===== config.mk =====
export PLATFORM = sky130hd
export DESIGN_NAME = prmcu_uart_receiver
export DESIGN_NICKNAME = d
export VERILOG_FILES = /design/src/rtl/prmcu_uart_pkg.sv /design/src/rtl/prmcu_sync_2ff.sv /design/src/rtl/prmcu_uart_receiver.sv
export SDC_FILE = /design/constraint.sdc
export NUM_CORES = 1
export LEC_CHECK = 0
export BUFFER_PORTS_ARGS = -buffer_cell sky130_fd_sc_hd__buf_2
export CAP_MARGIN = 0
export CORE_MARGIN = 1
export CORE_UTILIZATION = 50
export CTS_CLUSTER_DIAMETER = 100
export DETAILED_ROUTE_END_ITERATION = 10
export PLACE_DENSITY = 0.74
export RECOVER_POWER = 50
export SLEW_MARGIN = 20
export SYNTH_ARGS = -nofsm -noshare
export SYNTH_HDL_FRONTEND = slang
export SYNTH_HIERARCHICAL = 1
export SYNTH_SLANG_ARGS = --single-unit

===== constraint.sdc =====
create_clock -name clk -period 4.4 [get_ports clk]
set_input_delay 1.1 -clock clk [delete_from_list [all_inputs] [get_ports clk]]
set_output_delay 1.1 -clock clk [all_outputs]
set_load 0.005 [all_outputs]

===== src/rtl/prmcu_uart_pkg.sv =====
// Shared UART types and constants for the prmcu transmit and receive paths.
// Latency: n/a (types, constants and one pure helper function).
// Backpressure: n/a.
package prmcu_uart_pkg;

  localparam int UART_MIN_DATA_BITS = 5;
  localparam int UART_MAX_DATA_BITS = 9;

  typedef enum logic [2:0] {
    RX_IDLE,
    RX_START,
    RX_DATA,
    RX_PARITY,
    RX_STOP
  } rx_state_t;

  // Frame configuration, latched once per frame so that mid-frame changes
  // on the configuration inputs cannot corrupt a frame in flight.
  typedef struct packed {
    logic       parity_en;
    logic [1:0] n_stop;
    logic [3:0] n_data;
  } uart_cfg_t;

  // Folds raw configuration inputs into legal values: stop 0 -> 1, 3 -> 2;
  // data bits clamped to 5..9.
  function automatic uart_cfg_t uart_cfg_norm(input logic       parity,
                                              input logic [1:0] stop,
                                              input logic [3:0] data);
    uart_cfg_t c;
    c.parity_en = parity;
    if (stop == 2'd0)      c.n_stop = 2'd1;
    else if (stop == 2'd3) c.n_stop = 2'd2;
    else                   c.n_stop = stop;
    if (data < 4'(UART_MIN_DATA_BITS))      c.n_data = 4'(UART_MIN_DATA_BITS);
    else if (data > 4'(UART_MAX_DATA_BITS)) c.n_data = 4'(UART_MAX_DATA_BITS);
    else                                    c.n_data = data;
    return c;
  endfunction

endpackage


===== src/rtl/prmcu_sync_2ff.sv =====
// Generic two-flop synchronizer for asynchronous single-bit inputs.
// Latency: 2 clk cycles. Backpressure: none (free-running).
// Ports: clk, rst (async active-high), i_d (async input), o_q (synchronized).
module prmcu_sync_2ff #(
  parameter logic RST_VAL = 1'b0
) (
  input  logic clk,
  input  logic rst,
  input  logic i_d,
  output logic o_q
);

  logic [1:0] r_ff;

  always_ff @(posedge clk or posedge rst) begin
    if (rst) r_ff <= {2{RST_VAL}};
    else     r_ff <= {r_ff[0], i_d};
  end

  assign o_q = r_ff[1];

endmodule


===== src/rtl/prmcu_uart_receiver.sv =====
// UART receive stage: deframes start/data/parity/stop from rx_i into a one-entry buffer.
// Latency: out_vld_o rises 1 clk after the final stop-bit sample (sync adds 2 clk on the input).
// Backpressure: one-entry valid/ready buffer; a frame completing while it is full is dropped and overrun_o pulses.
// Ports: clk/rst; uart_en, rx_en enables; n_parity_bits_i, n_stop_bits_i, n_data_bits_i,
//        internal_clk_divider_i frame config; rx_i serial in; out_dat_o/out_vld_o/out_rdy_i
//        output handshake; parity_err_o, frame_err_o per-frame flags; overrun_o drop pulse.
module prmcu_uart_receiver
  import prmcu_uart_pkg::*;
#(
  parameter int DIV_W = 8
) (
  input  logic             clk,
  input  logic             rst,
  input  logic             uart_en,
  input  logic             rx_en,
  input  logic             n_parity_bits_i,
  input  logic [1:0]       n_stop_bits_i,
  input  logic [3:0]       n_data_bits_i,
  input  logic [DIV_W-1:0] internal_clk_divider_i,
  input  logic             rx_i,
  output logic [8:0]       out_dat_o,
  output logic             out_vld_o,
  input  logic             out_rdy_i,
  output logic             parity_err_o,
  output logic             frame_err_o,
  output logic             overrun_o
);

  logic             w_rx_s;
  logic             r_rx_prev;
  rx_state_t        r_state, w_state_nxt;
  uart_cfg_t        r_cfg;
  logic [DIV_W-1:0] r_cnt;
  logic [3:0]       r_bit_idx;
  logic [8:0]       r_shift;
  logic             r_par_acc, r_perr, r_ferr;
  logic [8:0]       r_out_dat;
  logic             r_out_vld, r_out_perr, r_out_ferr, r_ovr;

  logic w_en, w_fall, w_sample, w_last_data, w_last_stop, w_commit;

  prmcu_sync_2ff #(.RST_VAL(1'b1)) u_rx_sync (
    .clk (clk),
    .rst (rst),
    .i_d (rx_i),
    .o_q (w_rx_s)
  );

  assign w_en        = uart_en & rx_en;
  assign w_fall      = w_en & r_rx_prev & ~w_rx_s;
  assign w_sample    = (r_state != RX_IDLE) && (r_cnt == '0);
  assign w_last_data = (r_bit_idx == r_cfg.n_data - 4'd1);
  assign w_last_stop = (r_bit_idx == {2'b00, r_cfg.n_stop} - 4'd1);
  assign w_commit    = w_en && (r_state == RX_STOP) && w_sample && w_last_stop;

  always_ff @(posedge clk or posedge rst) begin
    if (rst) r_state <= RX_IDLE;
    else     r_state <= w_state_nxt;
  end

  always_comb begin
    w_state_nxt = r_state;
    if (!w_en) begin
      w_state_nxt = RX_IDLE;
    end else begin
      case (r_state)
        RX_IDLE:   if (w_fall) w_state_nxt = RX_START;
        // A high line at mid start bit means the edge was a glitch.
        RX_START:  if (w_sample) w_state_nxt = w_rx_s ? RX_IDLE : RX_DATA;
        RX_DATA:   if (w_sample && w_last_data)
                     w_state_nxt = r_cfg.parity_en ? RX_PARITY : RX_STOP;
        RX_PARITY: if (w_sample) w_state_nxt = RX_STOP;
        RX_STOP:   if (w_sample && w_last_stop) w_state_nxt = RX_IDLE;
        default:   w_state_nxt = RX_IDLE;
      endcase
    end
  end

  // Bit timing and deframing datapath.
  always_ff @(posedge clk or posedge rst) begin
    if (rst) begin
      r_rx_prev <= 1'b1;
      r_cfg     <= '0;
      r_cnt     <= '0;
      r_bit_idx <= '0;
      r_shift   <= '0;
      r_par_acc <= 1'b0;
      r_perr    <= 1'b0;
      r_ferr    <= 1'b0;
    end else begin
      r_rx_prev <= w_rx_s;
      if (r_state == RX_IDLE) begin
        if (w_fall) begin
          r_cnt     <= internal_clk_divider_i >> 1;
          r_cfg     <= uart_cfg_norm(n_parity_bits_i, n_stop_bits_i, n_data_bits_i);
          r_bit_idx <= '0;
          r_shift   <= '0;
          r_par_acc <= 1'b0;
          r_perr    <= 1'b0;
          r_ferr    <= 1'b0;
        end
      end else if (w_sample) begin
        r_cnt <= internal_clk_divider_i - 1'b1;
        case (r_state)
          RX_DATA: begin
            r_shift[r_bit_idx] <= w_rx_s;
            r_par_acc          <= r_par_acc ^ w_rx_s;
            r_bit_idx          <= w_last_data ? 4'd0 : r_bit_idx + 4'd1;
          end
          RX_PARITY: r_perr <= (w_rx_s != r_par_acc);
          RX_STOP: begin
            r_ferr    <= r_ferr | ~w_rx_s;
            r_bit_idx <= r_bit_idx + 4'd1;
          end
          default: r_bit_idx <= '0;
        endcase
      end else begin
        r_cnt <= r_cnt - 1'b1;
      end
    end
  end

  // One-entry output buffer. The final stop sample is folded in directly
  // because its pending flag would only land one cycle after the commit.
  always_ff @(posedge clk or posedge rst) begin
    if (rst) begin
      r_out_dat  <= '0;
      r_out_vld  <= 1'b0;
      r_out_perr <= 1'b0;
      r_out_ferr <= 1'b0;
      r_ovr      <= 1'b0;
    end else begin
      r_ovr <= 1'b0;
      if (w_commit && (!r_out_vld || out_rdy_i)) begin
        r_out_dat  <= r_shift;
        r_out_perr <= r_perr;
        r_out_ferr <= r_ferr | ~w_rx_s;
        r_out_vld  <= 1'b1;
      end else begin
        if (w_commit)               r_ovr     <= 1'b1;
        if (r_out_vld && out_rdy_i) r_out_vld <= 1'b0;
      end
    end
  end

  assign out_dat_o    = r_out_dat;
  assign out_vld_o    = r_out_vld;
  assign parity_err_o = r_out_perr;
  assign frame_err_o  = r_out_ferr;
  assign overrun_o    = r_ovr;

endmodule

==> results_dict.tcl <==
set metrics [dict create \
    seq_power_share_pct 55.4 \
    synth_nets 322 \
    cts_setup_buffers 0 \
    place_inst 382 \
    grt_antenna_before_repair 0 \
    avgSynthCellArea_um2 9.388 \
    cts_hold_buffers 0 \
    hold_viol 0 \
    fin_crit_sh_pct 67.71 \
    worst-slew-pin-transition_ps 2105 \
    outcome "finished with violations" \
    numPortBuffers 32 \
    routedWlPerCell_um 14.72 \
    gp_congestion 0.8578 \
    start_util_pct 53.03 \
    grt.total_usage_pct 20.82 \
    ctsResizeCount 0 \
    wirelength_mm 5.742 \
    synth.cell_area_um2 2760 \
    cts_root_buffer "clkbuf_8" \
    path_max_fanout 15 \
    n_fill_cell 486 \
    worstPathRequired_ps 4630 \
    max-slew-margin-rel_pct -41.12 \
    design_area_um2 3048 \
    grt_pass1_wl_mm 9.735 \
    p_per_area_nw_per_um2 316.6 \
    insertion_delay_ps 300 \
    maxCapViolations 1 \
    synth_edf_count 0 \
    critPathLaunch "r_cnt[3]$_DFFE_PP0P_" \
    gr-total-overflow 0 \
    fmax_mhz 335.7 \
    drive_gt1_share_pct 18.44 \
    cts_tree "yes" \
    maxSlewViolCount 49 \
    io_pins 34 \
    clk_pin_slew_ps 90 \
    ys_seq_elements 50 \
    pwr-share-clk_pct 28.9 \
    areaGrowthSynthToFinish_pct 10.43 \
    p_comb_share_pct 15.7 \
    hold_path_class "flop to flop" \
    synthFlopType "dfrtp_1" \
    numCtsBuffers 5 \
    vias_per_cell 5.769 \
    skew_ps 12.40 \
    grt_pass1_vias 2061 \
    drtPass1Iterations 4 \
    layout.cells.non_filler 390 \
    h-tree-depth 2 \
    diodes 0 \
    rsz0062_at_grt "false" \
    dieArea_um2 5822 \
    ys_types 48 \
    yosysWarnings 6 \
    die_w_um 76.30 \
    setup_violations 0 \
    swShare_pct 28.56 \
    ys_seq_area_share_pct 45.47 \
    dp_hpwl_mm 4.105 \
    nNetsFinal 347 \
    clock-sinks 50 \
    crit_arrival_ps 3200 \
    critPathKind "flop to flop" \
    end_kind "flop" \
    grt_max_degree 49 \
    remaining_drc_errors 0 \
    failed_checks "max-capacitance violations, max-slew violations" \
    p_switching_mw 0.2757 \
    place_area_um2 2953 \
    critPathLaunchType "flop" \
    tns_ps 0 \
    fin_crit_ps 2979 \
    drt-initial-drc-count 232 \
    internal_power_mw 0.6894 \
    ir_worst_vdd_mv 0.2020 \
    ys_async_sr_fraction_pct 100.0 \
    die_height_um 76.30 \
    rows 26 \
    syn-instance-count 294 \
    r2r_start "r_cnt[3]$_DFFE_PP0P_" \
    num_vias 2250 \
    clockBufferDepth 2 \
    hold_start "u_rx_sync/r_ff[0]$_DFF_PP1_" \
    p_leak_nw 1.454 \
    drtAntennaViolNets 0 \
    core_area_um2 5205 \
]
-- power by group through the flow --
stage	logic [mW]	registers [mW]	clock network (mW)
CTS	0.153	0.534	0.287
finish	0.151	0.534	0.279
global route	0.173	0.541	0.309
detailed placement	0.153	0.543	0
floorplan	0.120	0.531	0
global placement	0.146	0.541	0
-- routing by layer --
| layer | global-route usage [%] | up-vias | wire, um |
|---|---|---|---|
| li1 | - | 1099 | - |
| met1 | 29.17 | 1082 | 2682 |
| met2 | 33.06 | 67 | 2800 |
| met3 | 3.353 | 2 | 232 |
| met4 | 6.538 | 0 | 27 |
| met5 | 0 | - | 0 |
-- layout by cell type, fill, tap and decap left out, types with 4 or more instances in the layout --
master	instances
dfrtp_1	47
nor4_1	7
nor2_1	19
xnor2_1	10
ha_1	7
mux2_4	10
nor3_1	4
nand3_1	6
o21ai_0	24
a21oi_1	24
nand2_1	37
o22ai_1	4
inv_1	16
buf_2	31
clkbuf_8	6
nor2b_1	5
-- metrics by stage --
stage	hold WS [ps]	setup slack [ps]	total power, mW	utilization [%]
2_1_floorplan	345.2	1755	0.6510	-
5_1_grt	373.6	1219	1.023	58.56
3_5_place_dp	348.2	1424	0.6958	56.73
3_3_place_gp	346.9	1464	0.6870	56.73
6_report	366.2	1421	0.9651	58.56
4_1_cts	361.0	1413	0.9740	58.56
-- Yosys cell counts, drive strengths merged, types with 4 or more instances --
cell	count	area (um^2)
o22ai	4	25.02
inv	17	63.81
mux2	12	172.7
nor4	8	65.06
nand3	6	30.03
nand2b	4	32.53
ha	7	87.58
nor2b	5	31.28
dfrtp	47	1176
nand2	37	138.9
a21oi	24	120.1
clkbuf	11	41.29
nor2	19	71.32
buf	4	26.27
xnor2	10	87.58
nor3	5	25.02
o21ai	27	135.1
-- worst max-delay path, cell delays in order (launching register included) --
cell and delay (ps):
dfrtp_1 450, or4_1 740, nor4_4 660, a21oi_1 200
ha_1 250, or4b_2 220, nor2_1 40, o21ai_1 100
o32ai_1 110, a21oi_1 150
-- logic make-up after synthesis --
| logic type | after synthesis | share of synthesized area (%) |
|---|---|---|
| xor gates and xnor gates | 13 | 4.125 |
| and+or+nand+nor | 100 | 18.40 |
| buffers and inverters | 32 | 4.760 |
| muxes | 14 | 6.981 |
| AOI/OAI and AO/OA | 78 | 17.09 |
| adders and majority gates | 7 | 3.173 |
| DFF | 50 | 45.47 |
-- registers in the layout (all words and copies together), names as in the netlist --
signal and count:
frame_err_o 1, out_vld_o 1, r_perr 1, r_par_acc 1, r_cnt 8, overrun_o 1, r_cfg 7, out_dat_o 9
r_state 3, r_rx_prev 1, r_bit_idx 4, r_ferr 1, u_rx_sync/r_ff 2, parity_err_o 1, r_shift 9
-- cell type report --
type                    instances  area [um^2]  area share, %
inverters                      17        65.06          2.135
clock inverters                 2        12.51         0.4105
flip-flops and latches         50         1255          41.17
clock buffers                   6        82.58          2.709
multi-input cells             212         1379          45.24
well taps                      70        87.58          2.874
repair buffers                 33        166.4          5.460
-- path summary, 6_finish.rpt --
path,to,slack [ps],cells after the start
worst max-delay path,r_cnt[6]$_DFFE_PP0P_,1420,9
worst min-delay path,u_rx_sync/r_ff[1]$_DFF_PP1_,370,0
worst max register to register,r_cnt[6]$_DFFE_PP0P_,1420,9
worst min register to register,u_rx_sync/r_ff[1]$_DFF_PP1_,370,0
max in group asynchronous,r_perr$_DFFE_PP0P_,2110,2
min in group asynchronous,u_rx_sync/r_ff[0]$_DFF_PP1_,810,2
(Power assumes the default switching activity.)
